## config.mk

```make
export PLATFORM = sky130hd
export DESIGN_NAME = conv_tile_scheduler_flat
export DESIGN_NICKNAME = d
export VERILOG_FILES = /design/src/rtl/conv_tile_scheduler_if.sv /design/src/rtl/conv_tile_scheduler.sv /design/src/flat_wrapper.sv
export SDC_FILE = /design/constraint.sdc
export NUM_CORES = 1
export LEC_CHECK = 0
export CORE_MARGIN = 2
export CORE_UTILIZATION = 40
export CTS_CLUSTER_DIAMETER = 150
export DETAILED_ROUTE_END_ITERATION = 10
export PLACE_DENSITY = 0.86
export RECOVER_POWER = 50
export SLEW_MARGIN = 20
export SYNTH_ARGS = -nofsm -noshare
export SYNTH_HDL_FRONTEND = slang
export SYNTH_SLANG_ARGS = --single-unit
```

## constraint.sdc

```tcl
create_clock -name clk -period 4 [get_ports clk]
set_input_delay 0.8 -clock clk [delete_from_list [all_inputs] [get_ports clk]]
set_output_delay 0.8 -clock clk [all_outputs]
set_load 0.05 [all_outputs]
```

## src/rtl/conv_tile_scheduler_if.sv

```systemverilog
// Handshake and data bundle between the tile scheduler, the PE, the input
// interface and the downstream tile consumer.
interface conv_tile_scheduler_if #(
    parameter int unsigned OUT_W = 116,
    parameter int unsigned CW    = 2
);
    logic             i_enable;
    logic             i_tile_ready;
    logic             o_pe_start;
    logic             i_pe_done;
    logic [OUT_W-1:0] i_pe_data;
    logic             o_proc_finish;
    logic [OUT_W-1:0] o_tile_data;
    logic             o_tile_valid;
    logic             i_tile_accept;
    logic [CW-1:0]    o_tile_row;
    logic [CW-1:0]    o_tile_col;
    logic             o_frame_done;
    logic             o_busy;
    logic             o_protocol_err;

    // Scheduler view
    modport master (
        input  i_enable, i_tile_ready, i_pe_done, i_pe_data, i_tile_accept,
        output o_pe_start, o_proc_finish, o_tile_data, o_tile_valid,
               o_tile_row, o_tile_col, o_frame_done, o_busy, o_protocol_err
    );

    // Surrounding logic view
    modport slave (
        output i_enable, i_tile_ready, i_pe_done, i_pe_data, i_tile_accept,
        input  o_pe_start, o_proc_finish, o_tile_data, o_tile_valid,
               o_tile_row, o_tile_col, o_frame_done, o_busy, o_protocol_err
    );
endinterface

```

## src/rtl/conv_tile_scheduler.sv

```systemverilog
// Sequences one convolution frame: launches the PE per ready input tile,
// captures its flattened output, hands it downstream and returns proc_finish
// to the input interface while tracking the tile row/column position.
module conv_tile_scheduler #(
    parameter int unsigned KERNEL_SIZE        = 3,
    parameter int unsigned INPUT_IMAGE_WIDTH  = 10,
    parameter int unsigned INPUT_IMAGE_HEIGHT = 10,
    parameter int unsigned INPUT_TILE_SIZE    = 4,
    parameter int unsigned INPUT_DATA_WIDTH   = 8,
    parameter int unsigned KERNEL_DATA_WIDTH  = 8
) (
    input logic                   clk,
    input logic                   reset,
    conv_tile_scheduler_if.master bus
);
    localparam int unsigned STRIDE = INPUT_TILE_SIZE - KERNEL_SIZE + 1;
    localparam int unsigned OUT_W  = STRIDE * STRIDE * (KERNEL_DATA_WIDTH + INPUT_DATA_WIDTH + 13);
    localparam int unsigned TX     = (INPUT_IMAGE_WIDTH - INPUT_TILE_SIZE) / STRIDE + 1;
    localparam int unsigned TY     = (INPUT_IMAGE_HEIGHT - INPUT_TILE_SIZE) / STRIDE + 1;
    localparam int unsigned TMAX   = (TX > TY) ? TX : TY;
    localparam int unsigned CW     = ($clog2(TMAX) > 0) ? $clog2(TMAX) : 1;

    // Tiles must cover the image exactly with the derived stride
    generate
        if ((INPUT_TILE_SIZE > INPUT_IMAGE_WIDTH) || (INPUT_TILE_SIZE > INPUT_IMAGE_HEIGHT) ||
            (((INPUT_IMAGE_WIDTH - INPUT_TILE_SIZE) % STRIDE) != 0) ||
            (((INPUT_IMAGE_HEIGHT - INPUT_TILE_SIZE) % STRIDE) != 0)) begin : g_bad_geometry
            $error("conv_tile_scheduler: image size not tileable with stride %0d", STRIDE);
        end
    endgenerate

    typedef enum logic [2:0] {
        IDLE,
        LAUNCH,
        COMPUTE,
        HOLD,
        RELEASE,
        WAIT_DROP
    } state_t;

    state_t           state;
    logic             pe_start_q;
    logic             proc_finish_q;
    logic [OUT_W-1:0] tile_data_q;
    logic             tile_valid_q;
    logic [CW-1:0]    row_q;
    logic [CW-1:0]    col_q;
    logic             frame_done_q;
    logic             busy_q;
    logic             err_q;

    logic last_col;
    logic last_row;
    logic in_tile;

    assign last_col = (col_q == CW'(TX - 1));
    assign last_row = (row_q == CW'(TY - 1));
    assign in_tile  = (state == LAUNCH) || (state == COMPUTE) || (state == HOLD);

    // Tile sequencing FSM with all outputs registered
    always_ff @(posedge clk or negedge reset) begin
        if (!reset) begin
            state         <= IDLE;
            pe_start_q    <= 1'b0;
            proc_finish_q <= 1'b0;
            tile_data_q   <= '0;
            tile_valid_q  <= 1'b0;
            row_q         <= '0;
            col_q         <= '0;
            frame_done_q  <= 1'b0;
            busy_q        <= 1'b0;
            err_q         <= 1'b0;
        end else begin
            pe_start_q    <= 1'b0;
            proc_finish_q <= 1'b0;
            frame_done_q  <= 1'b0;

            // PE completion outside COMPUTE or ready vanishing mid-tile is illegal
            if ((bus.i_pe_done && (state != COMPUTE)) || (!bus.i_tile_ready && in_tile)) begin
                err_q <= 1'b1;
            end

            case (state)
                IDLE: begin
                    if (bus.i_enable && bus.i_tile_ready) begin
                        state      <= LAUNCH;
                        pe_start_q <= 1'b1;
                        busy_q     <= 1'b1;
                    end
                end
                LAUNCH: begin
                    state <= COMPUTE;
                end
                COMPUTE: begin
                    if (bus.i_pe_done) begin
                        tile_data_q  <= bus.i_pe_data;
                        tile_valid_q <= 1'b1;
                        state        <= HOLD;
                    end
                end
                HOLD: begin
                    if (bus.i_tile_accept) begin
                        tile_valid_q  <= 1'b0;
                        proc_finish_q <= 1'b1;
                        state         <= RELEASE;
                        if (last_col) begin
                            col_q <= '0;
                            if (last_row) begin
                                row_q        <= '0;
                                frame_done_q <= 1'b1;
                            end else begin
                                row_q <= row_q + CW'(1);
                            end
                        end else begin
                            col_q <= col_q + CW'(1);
                        end
                    end
                end
                RELEASE: begin
                    state <= WAIT_DROP;
                end
                WAIT_DROP: begin
                    // A ready left over from the finished tile must not relaunch
                    if (!bus.i_tile_ready) begin
                        state  <= IDLE;
                        busy_q <= 1'b0;
                    end
                end
                default: begin
                    state  <= IDLE;
                    busy_q <= 1'b0;
                end
            endcase
        end
    end

    assign bus.o_pe_start     = pe_start_q;
    assign bus.o_proc_finish  = proc_finish_q;
    assign bus.o_tile_data    = tile_data_q;
    assign bus.o_tile_valid   = tile_valid_q;
    assign bus.o_tile_row     = row_q;
    assign bus.o_tile_col     = col_q;
    assign bus.o_frame_done   = frame_done_q;
    assign bus.o_busy         = busy_q;
    assign bus.o_protocol_err = err_q;
endmodule

```

## src/flat_wrapper.sv

```systemverilog
// flat-port wrapper written by rule: the top's interface ports become plain ports
module conv_tile_scheduler_flat 
#(
    parameter int unsigned KERNEL_SIZE        = 3,
    parameter int unsigned INPUT_IMAGE_WIDTH  = 10,
    parameter int unsigned INPUT_IMAGE_HEIGHT = 10,
    parameter int unsigned INPUT_TILE_SIZE    = 4,
    parameter int unsigned INPUT_DATA_WIDTH   = 8,
    parameter int unsigned KERNEL_DATA_WIDTH  = 8
)
  (clk, reset, bus_i_enable, bus_i_tile_ready, bus_i_pe_done, bus_i_pe_data, bus_i_tile_accept, bus_o_pe_start, bus_o_proc_finish, bus_o_tile_data, bus_o_tile_valid, bus_o_tile_row, bus_o_tile_col, bus_o_frame_done, bus_o_busy, bus_o_protocol_err);
  conv_tile_scheduler_if #(.OUT_W((116)), .CW((2))) bus_i ();
  input logic clk;
  input logic reset;
  input wire logic [$bits(bus_i.i_enable)-1:0] bus_i_enable;
  input wire logic [$bits(bus_i.i_tile_ready)-1:0] bus_i_tile_ready;
  input wire logic [$bits(bus_i.i_pe_done)-1:0] bus_i_pe_done;
  input wire logic [$bits(bus_i.i_pe_data)-1:0] bus_i_pe_data;
  input wire logic [$bits(bus_i.i_tile_accept)-1:0] bus_i_tile_accept;
  output wire logic [$bits(bus_i.o_pe_start)-1:0] bus_o_pe_start;
  output wire logic [$bits(bus_i.o_proc_finish)-1:0] bus_o_proc_finish;
  output wire logic [$bits(bus_i.o_tile_data)-1:0] bus_o_tile_data;
  output wire logic [$bits(bus_i.o_tile_valid)-1:0] bus_o_tile_valid;
  output wire logic [$bits(bus_i.o_tile_row)-1:0] bus_o_tile_row;
  output wire logic [$bits(bus_i.o_tile_col)-1:0] bus_o_tile_col;
  output wire logic [$bits(bus_i.o_frame_done)-1:0] bus_o_frame_done;
  output wire logic [$bits(bus_i.o_busy)-1:0] bus_o_busy;
  output wire logic [$bits(bus_i.o_protocol_err)-1:0] bus_o_protocol_err;
  assign bus_i.i_enable = bus_i_enable;
  assign bus_i.i_tile_ready = bus_i_tile_ready;
  assign bus_i.i_pe_done = bus_i_pe_done;
  assign bus_i.i_pe_data = bus_i_pe_data;
  assign bus_i.i_tile_accept = bus_i_tile_accept;
  assign bus_o_pe_start = bus_i.o_pe_start;
  assign bus_o_proc_finish = bus_i.o_proc_finish;
  assign bus_o_tile_data = bus_i.o_tile_data;
  assign bus_o_tile_valid = bus_i.o_tile_valid;
  assign bus_o_tile_row = bus_i.o_tile_row;
  assign bus_o_tile_col = bus_i.o_tile_col;
  assign bus_o_frame_done = bus_i.o_frame_done;
  assign bus_o_busy = bus_i.o_busy;
  assign bus_o_protocol_err = bus_i.o_protocol_err;
  conv_tile_scheduler #(.KERNEL_SIZE(KERNEL_SIZE), .INPUT_IMAGE_WIDTH(INPUT_IMAGE_WIDTH), .INPUT_IMAGE_HEIGHT(INPUT_IMAGE_HEIGHT), .INPUT_TILE_SIZE(INPUT_TILE_SIZE), .INPUT_DATA_WIDTH(INPUT_DATA_WIDTH), .KERNEL_DATA_WIDTH(KERNEL_DATA_WIDTH)) u_core (.clk(clk), .reset(reset), .bus(bus_i));
endmodule
```

==> impl_metrics.csv, run 1 <==
group,metric,value,unit
die,start_util,40.9,%
synth,synth-main-ff-cell,"dfrtp_1",
outcome,status,"finished, violations left",
timing,setup_viol,0,
timing,worst_pin_slew,1.90,ns
drt,drt_pass1_iterations,4,
grt,overflow,0,
die,num_rows,40,
finish,syn_to_final_growth,64.8,%
outcome,violations,"capacitance limit, slew limit",
timing,clock.fmax,0.328,GHz
placed_design,place_area,7500,sq um
setup_path,arrival,3.32,ns
setup_path,startpoint_type,"input pin",
timing,slew_violations,143,
clock_tree,cts_buffer_depth,2,
grt,first_global_vias,3686,
finish,drive_gt1_share,21.1,%
placed_design,numPortBuffers,247,
synth,syn_inst,301,
finish,diodes,0,
synth,syn_area,4890,sq um
synth,synth-edff-count,0,
synth,ys_seq_elements,129,
finish,fin_area,8060,sq um
timing,hold_violations,0,
flow_run,max_cap_violations,2,
timing,fin_tns_setup,0,ns
synth,ys_types,24,
synth,syn_nets,425,
clock_tree,cts_tree,"yes",
synth,synthArstFlopShare,100,%
setup_path,worst_ep_required_time,4.28,ns
die,io_pins,248,
synth,avgSynthCellArea,16.2,sq um
finish,post-route-util,67.4,%
setup_path,end_kind,"flip-flop",
clock_tree,cts-root-buf,"clkbuf_16",
drt,vias_per_cell,4.78,
synth,ys_seq_area_share,66.0,%
clock_tree,post_cts_buffers,0,
die,fp.dieH,115,um
drt,post-route-drc-count,0,
drt,drtIter0Drc,126,
timing,relSlewSlack,-26.6,%
die,coreArea,12000,sq um
clock_tree,post_cts_resized,0,
timing,timing.final.crit_share,76.2,%
timing,period_needed,3.05,ns
clock_tree,cts_hold_buf,0,
clock_tree,cts_htree_levels,4,
placed_design,routabilityCongestion,0.816,
grt,grt_start_max_net_pins,78,
setup_path,path_max_fanout,65,
synth,ys_warn_count,0,
clock_tree,cts_made_buffers,17,
die,fp.dieW,115,um
finish,nets,680,
setup_path,crit_type,"input pin to flip-flop",
setup_path,r2r_slack,1.25,ns
clock_tree,path_clk_slew,0.05,ns
grt,antenna_found_initial,0,
drt,drt_wl_total,12100,um
timing,rsz0062_at_grt,"false",
die,dieArea,13100,sq um
drt,wl_per_cell,16.9,um
grt,track_usage,18.7,%
drt,ant_nets,0,
timing,skew,0.00748,ns
clock_tree,clk_latency,0.41,ns
hold_path,hold_class,"flip-flop to flip-flop",
placed_design,place_hpwl,8720,um
drt,vias,3416,
clock_tree,cts_num_sinks,129,
grt,grt_pass1_wl,18800,um
==> flip-flops by register name (all words and copies together) (netlist names) <==
name	cells
u_core.bus.o_tile_data	116
u_core.bus.o_tile_row	2
u_core.bus.o_frame_done	1
u_core.bus.o_busy	1
u_core.bus.o_pe_start	1
u_core.bus.o_tile_col	2
u_core.bus.o_proc_finish	1
u_core.bus.o_protocol_err	1
u_core.bus.o_tile_valid	1
u_core.state	3
==> cell usage in the layout, fill, tap and decap left out, drive strengths merged <==
cell type | netlist | routed
clkbuf | 0 | 24
nor2b | 3 | 3
o31ai | 1 | 1
or3 | 1 | 1
a21oi | 3 | 3
o31a | 2 | 2
clkinvlp | 0 | 4
a21o | 2 | 2
clkinv | 0 | 2
ha | 2 | 2
inv | 4 | 4
dlygate4sd3 | 0 | 2
o21ai | 3 | 3
nand2b | 2 | 2
nor2 | 5 | 5
bufinv | 0 | 3
o221ai | 1 | 1
and3 | 1 | 1
nand4b | 1 | 1
dfrtp | 129 | 129
mux2 | 118 | 118
a31oi | 1 | 1
nand2 | 5 | 5
nor3 | 3 | 3
buf | 14 | 2
clkdlybuf4s50 | 0 | 244
==> layout make-up <==
| cell class | count | area (sq um) |
|---|---|---|
| multi-input combinational | 154 | 1540 |
| inverter | 4 | 15.0 |
| timing repair buffer | 250 | 2500 |
| fill | 849 | 3900 |
| sequential | 129 | 3230 |
| clock buffer | 22 | 454 |
| tap | 147 | 184 |
| clock inverter | 9 | 134 |
==> logic make-up after synthesis <==
group           count (synthesis)  synth area share, %
compound gates                 13                 1.74
fa+ha+maj                       2                0.512
buf+inv                        18                 2.17
flops                         129                 66.0
mux                           118                 27.2
simple gates                   21                 2.38
==> routing by layer <==
metal	up-vias	routed length, um	GRT usage (%)
met4	0	157	7.07
li1	1576	-	-
met3	13	1160	7.83
met5	-	0	0
met1	1669	4610	20.0
met2	158	6140	32.9
==> worst max-delay path, stage by stage <==
cell	delay (ns)
clkdlybuf4s50_1	0.50
inv_1	0.07
nor3_1	0.23
clkbuf_2	1.20
mux2_2	0.45
==> cell usage after synthesis, types with 3 or more instances <==
library cell | instances | area (sq um)
buf_6 | 3 | 33.8
inv_1 | 4 | 15.0
a21oi_1 | 3 | 15.0
nand2_1 | 5 | 18.8
buf_2 | 10 | 50.1
mux2_1 | 29 | 327
nor2b_1 | 3 | 18.8
dfrtp_1 | 129 | 3230
o21ai_0 | 3 | 15.0
nor2_1 | 5 | 18.8
mux2_2 | 89 | 1000
==> path summary, 6_finish.rpt <==
path,from,end,cells after the start
worst min register to register,u_core.bus.o_tile_data[50],u_core.bus.o_tile_data[50],1
worst max-delay path,bus_i_pe_done,u_core.bus.o_tile_data[111],5
min in group asynchronous,reset,u_core.bus.o_tile_row[0],1
max in group asynchronous,reset,u_core.bus.o_tile_data[114],1
worst max register to register,u_core.state[1],u_core.bus.o_tile_data[111],4
worst min-delay path,u_core.bus.o_tile_data[50],u_core.bus.o_tile_data[50],1
==> per-stage QoR <==
| step | std cells | setup slack (ns) | hold WS (ns) |
|---|---|---|---|
| after global placement | 684 | 1.30 | 0.462 |
| after CTS | 715 | 1.53 | 0.486 |
| final | 715 | 0.953 | 0.479 |
| after floorplan | 301 | 2.10 | 0.504 |
| after global routing | 715 | 0.762 | 0.495 |
| after detailed placement | 684 | 1.25 | 0.474 |
Power of run 1 is left out: the tool's default activity adds up to more than one toggle a clock period on the data nets, which glitch-free logic cannot reach.
==> run 2, diff against run 1 <==
Settings changed: CORE_UTILIZATION 40 to 36, PLACE_DENSITY 0.86 to 0.82.
Clock period 4 ns to 2.5 ns, I/O delays scaled along.
==> impl_metrics.csv, run 2 (synthesis results as in run 1) <==
group,metric,value,unit
outcome,status,"finished, violations left",
outcome,violations,"capacitance limit, slew limit",
timing,relSlewSlack,-13.6,%
drt,post-route-drc-count,0,
drt,ant_nets,0,
clock_tree,clk_latency,0.40,ns
drt,vias,3448,
placed_design,place_hpwl,8940,um
die,io_pins,248,
timing,fin_tns_setup,0,ns
grt,track_usage,17.5,%
setup_path,crit_chain,"clkdlybuf4s50_1",
timing,slew_violations,130,
setup_path,cp-startpoint,"u_core.bus.o_tile_col[0]",
placed_design,numPortBuffers,247,
finish,largest_reg_flops,116,
timing,period_needed,2.14,ns
setup_path,max_stage_delay,0.84,ns
grt,grt_start_max_net_pins,130,
die,fp.dieW,121,um
drt,drt_pass1_iterations,4,
setup_path,timing.rr.start,"u_core.state[1]",
setup_path,startpoint_type,"flip-flop",
die,num_rows,42,
timing,timing.final.crit_share,85.5,%
finish,layout_commonest_cell,"clkdlybuf4s50_1",
grt,overflow,0,
clock_tree,cts_num_sinks,129,
timing,hold_violations,0,
clock_tree,cts_htree_levels,4,
timing,setup_viol,0,
setup_path,cp_top_family,"buffers and inverters",
setup_path,cp.buffers_inverters,1,
drt,vias_per_cell,4.63,
clock_tree,post_cts_resized,0,
finish,drive_gt1_share,21.7,%
finish,nets,680,
clock_tree,cts_hold_buf,0,
timing,clock.fmax,0.468,GHz
drt,drt_wl_total,12300,um
setup_path,critPathSlowestCell,"clkdlybuf4s50_1",
grt,antenna_found_initial,0,
die,coreArea,13200,sq um
clock_tree,cts_buffer_depth,2,
clock_tree,cts-root-buf,"clkbuf_16",
finish,final_cell_mix,"245 x clkdlybuf4s50_1, 129 x dfrtp_1, 89 x mux2_2, 29 x mux2_1, 17 x clkbuf_16",
setup_path,r2r_slack,0.43,ns
clock_tree,post_cts_buffers,0,
timing,skew,0.00612,ns
timing,rsz0062_at_grt,"false",
die,fp.dieH,121,um
setup_path,r2r_end,"u_core.bus.o_tile_data[102]",
hold_path,worstHoldStart,"u_core.bus.o_tile_valid",
die,dieArea,14500,sq um
clock_tree,path_clk_slew,0.05,ns
setup_path,arrival,1.64,ns
grt,grt_pass1_wl,19500,um
finish,syn_to_final_growth,66.2,%
timing,worst_pin_slew,1.70,ns
placed_design,place_area,7550,sq um
setup_path,end_kind,"primary output",
hold_path,hold_class,"flip-flop to flip-flop",
clock_tree,cts_made_buffers,17,
setup_path,path_max_fanout,4,
grt,first_global_vias,3831,
setup_path,crit_type,"flip-flop to primary output",
finish,diodes,0,
clock_tree,cts_tree,"yes",
drt,drtIter0Drc,135,
setup_path,worst_ep_required_time,2.00,ns
setup_path,worstRegToRegCells,4,
placed_design,routabilityCongestion,0.752,
drt,wl_per_cell,16.5,um
finish,fin_area,8130,sq um
die,start_util,36.9,%
setup_path,path_depth,1,
flow_run,max_cap_violations,1,
setup_path,endpoint,"bus_o_tile_col[0]",
## run 2: changes by cell type in the layout (fill, tap and decap cells not counted), moves of 2 or more
cell,previous run,this run
clkbuf_8,1,3
clkbuf_2,2,0
clkbuf_1,4,2
clkbuf_4,0,3
## run 2: worst min path at each step
stage / slack [ns] / end / depth (start not counted)
finish: 0.48 / u_core.bus.o_tile_valid / 1
global placement: 0.46 / u_core.bus.o_tile_valid / 1
CTS: 0.23 / u_core.bus.o_tile_data[80] / 2
detailed placement: 0.47 / u_core.bus.o_tile_valid / 1
global route: 0.50 / u_core.bus.o_tile_data[34] / 1
floorplan: 0.20 / u_core.bus.o_busy / 0
## run 2: per-stage QoR
stage	hold slack (ns)	utilization (%)	setup WS (ns)	instances
6_report	0.477	61.4	0.363	744
5_1_grt	0.495	61.4	0.287	744
4_1_cts	0.233	61.6	0.333	744
3_5_place_dp	0.473	57.0	0.220	713
3_3_place_gp	0.463	57.0	0.266	713
2_1_floorplan	0.204	-	0.877	301
## run 2: final cells by class
type                       count  area (sq um)
fill                        1036          5110
clock buffer                  22           474
inverter                       4          15.0
multi-input combinational    154          1560
clock inverter                 9           131
sequential                   129          3230
timing repair buffer         250          2500
tap                          176           220
## run 2: per-layer routing
layer	wire length, um	vias to the layer above	track usage [%]
li1	-	1567	-
met1	4550	1679	19.2
met2	6170	175	29.5
met3	1210	27	6.93
met4	331	0	8.28
met5	0	-	0
Power of run 2 is left out for the same reason.
==> run 3, diff against run 2 <==
Settings changed: CORE_UTILIZATION 36 to 40, DONT_BUFFER_PORTS set to 1, PLACE_DENSITY 0.82 to 0.62.
==> impl_metrics.csv, run 3 (synthesis results as in run 1) <==
group,metric,value,unit
timing,slew_violations,0,
setup_path,r2r_slack,0.61,ns
timing,fin_tns_setup,0,ns
clock_tree,post_cts_buffers,0,
clock_tree,post_cts_resized,0,
setup_path,cp-startpoint,"u_core.state[1]",
setup_path,crit_chain,"nand2b_1 > nor3_4 > buf_12 > mux2_2",
grt,first_global_vias,2699,
clock_tree,cts_buffer_depth,2,
die,dieArea,13100,sq um
finish,fin_area,5720,sq um
timing,timing.final.crit_share,75.6,%
timing,worst_pin_slew,0.550,ns
clock_tree,cts_made_buffers,17,
timing,whs,-0.210,ns
finish,layout_commonest_cell,"dfrtp_1",
clock_tree,path_clk_slew,0.06,ns
drt,drt_wl_total,9610,um
timing,clock.fmax,0.529,GHz
placed_design,routabilityCongestion,0.718,
drt,post-route-drc-count,0,
timing,relSlewSlack,63.4,%
outcome,violations,"hold timing",
finish,drive_gt1_share,38.3,%
finish,diodes,0,
setup_path,critPathSlowestCell,"dfrtp_1",
die,fp.dieH,115,um
grt,antenna_found_initial,0,
grt,grt_start_max_net_pins,130,
clock_tree,cts_tree,"yes",
timing,period_needed,1.89,ns
drt,vias_per_cell,5.40,
clock_tree,cts_num_sinks,129,
die,num_rows,40,
drt,drtIter0Drc,147,
grt,grt_pass1_wl,13900,um
finish,final_cell_mix,"129 x dfrtp_1, 89 x mux2_2, 29 x mux2_1, 17 x clkbuf_16, 7 x bufinv_16",
setup_path,max_stage_delay,0.52,ns
finish,nets,432,
placed_design,place_area,5020,sq um
hold_path,hold_class,"input pin to asynchronous set/reset pin",
grt,track_usage,14.1,%
finish,largest_reg_flops,116,
setup_path,arrival,2.18,ns
clock_tree,cts_htree_levels,4,
flow_run,max_cap_violations,0,
setup_path,crit_type,"flip-flop to flip-flop",
die,fp.dieW,115,um
setup_path,worst_ep_required_time,2.79,ns
timing,setup_viol,0,
drt,wl_per_cell,20.5,um
die,io_pins,248,
die,start_util,40.9,%
placed_design,numPortBuffers,0,
drt,vias,2527,
timing,skew,0.00893,ns
setup_path,startpoint_type,"flip-flop",
timing,hold_violations,129,
outcome,status,"finished, violations left",
finish,syn_to_final_growth,17.0,%
setup_path,r2r_end,"u_core.bus.o_tile_data[107]",
setup_path,worstRegToRegCells,4,
drt,ant_nets,0,
setup_path,end_kind,"flip-flop",
grt,overflow,0,
drt,drt_pass1_iterations,4,
setup_path,timing.rr.start,"u_core.state[1]",
setup_path,path_max_fanout,72,
placed_design,place_hpwl,6590,um
die,coreArea,12000,sq um
timing,rsz0062_at_grt,"false",
clock_tree,clk_latency,0.41,ns
clock_tree,cts-root-buf,"clkbuf_16",
==> run 3: area by class of cell <==
cell class / instances / area [sq um]
clock buffer: 19 / 443
clock inverter: 13 / 258
fill: 1022 / 6240
inverter: 4 / 15.0
multi-input combinational: 154 / 1560
sequential: 129 / 3230
tap: 147 / 184
timing repair buffer: 2 / 40.0
==> run 3: through the flow <==
step / hold WS, ns / cells / utilization, % / worst slack [ns]
3_5_place_dp: 0.207 / 436 / 42.0 / 0.639
4_1_cts: -0.229 / 468 / 47.8 / 0.628
6_report: -0.210 / 468 / 47.8 / 0.610
3_3_place_gp: 0.207 / 436 / 42.0 / 0.743
2_1_floorplan: 0.204 / 301 / - / 0.877
5_1_grt: -0.235 / 468 / 47.8 / 0.505
==> run 3: worst max-delay path: cells and delay by family (launching register included) <==
kind,cells,cell delay (ns)
AND/OR/NAND/NOR,2,0.44
multiplexers,1,0.39
flip-flops,1,0.52
buffers and inverters,1,0.35
==> run 3: worst max-delay path by stage <==
stage / cells after the start / end
2_1_floorplan: 5 / u_core.bus.o_tile_data[34]
3_3_place_gp: 4 / u_core.bus.o_tile_data[107]
3_5_place_dp: 4 / u_core.bus.o_tile_data[107]
4_1_cts: 4 / u_core.bus.o_tile_data[107]
5_1_grt: 4 / u_core.bus.o_tile_data[107]
6_report: 4 / u_core.bus.o_tile_data[107]
==> run 3: metal layers <==
layer | vias to the layer above | share of wire [%] | GRT usage, %
met4 | 0 | 1.5 | 7.80
li1 | 1082 | - | -
met5 | - | 0 | 0
met1 | 1264 | 35 | 14.2
met2 | 169 | 51 | 23.7
met3 | 12 | 13 | 7.31
Power of run 3 is left out for the same reason.
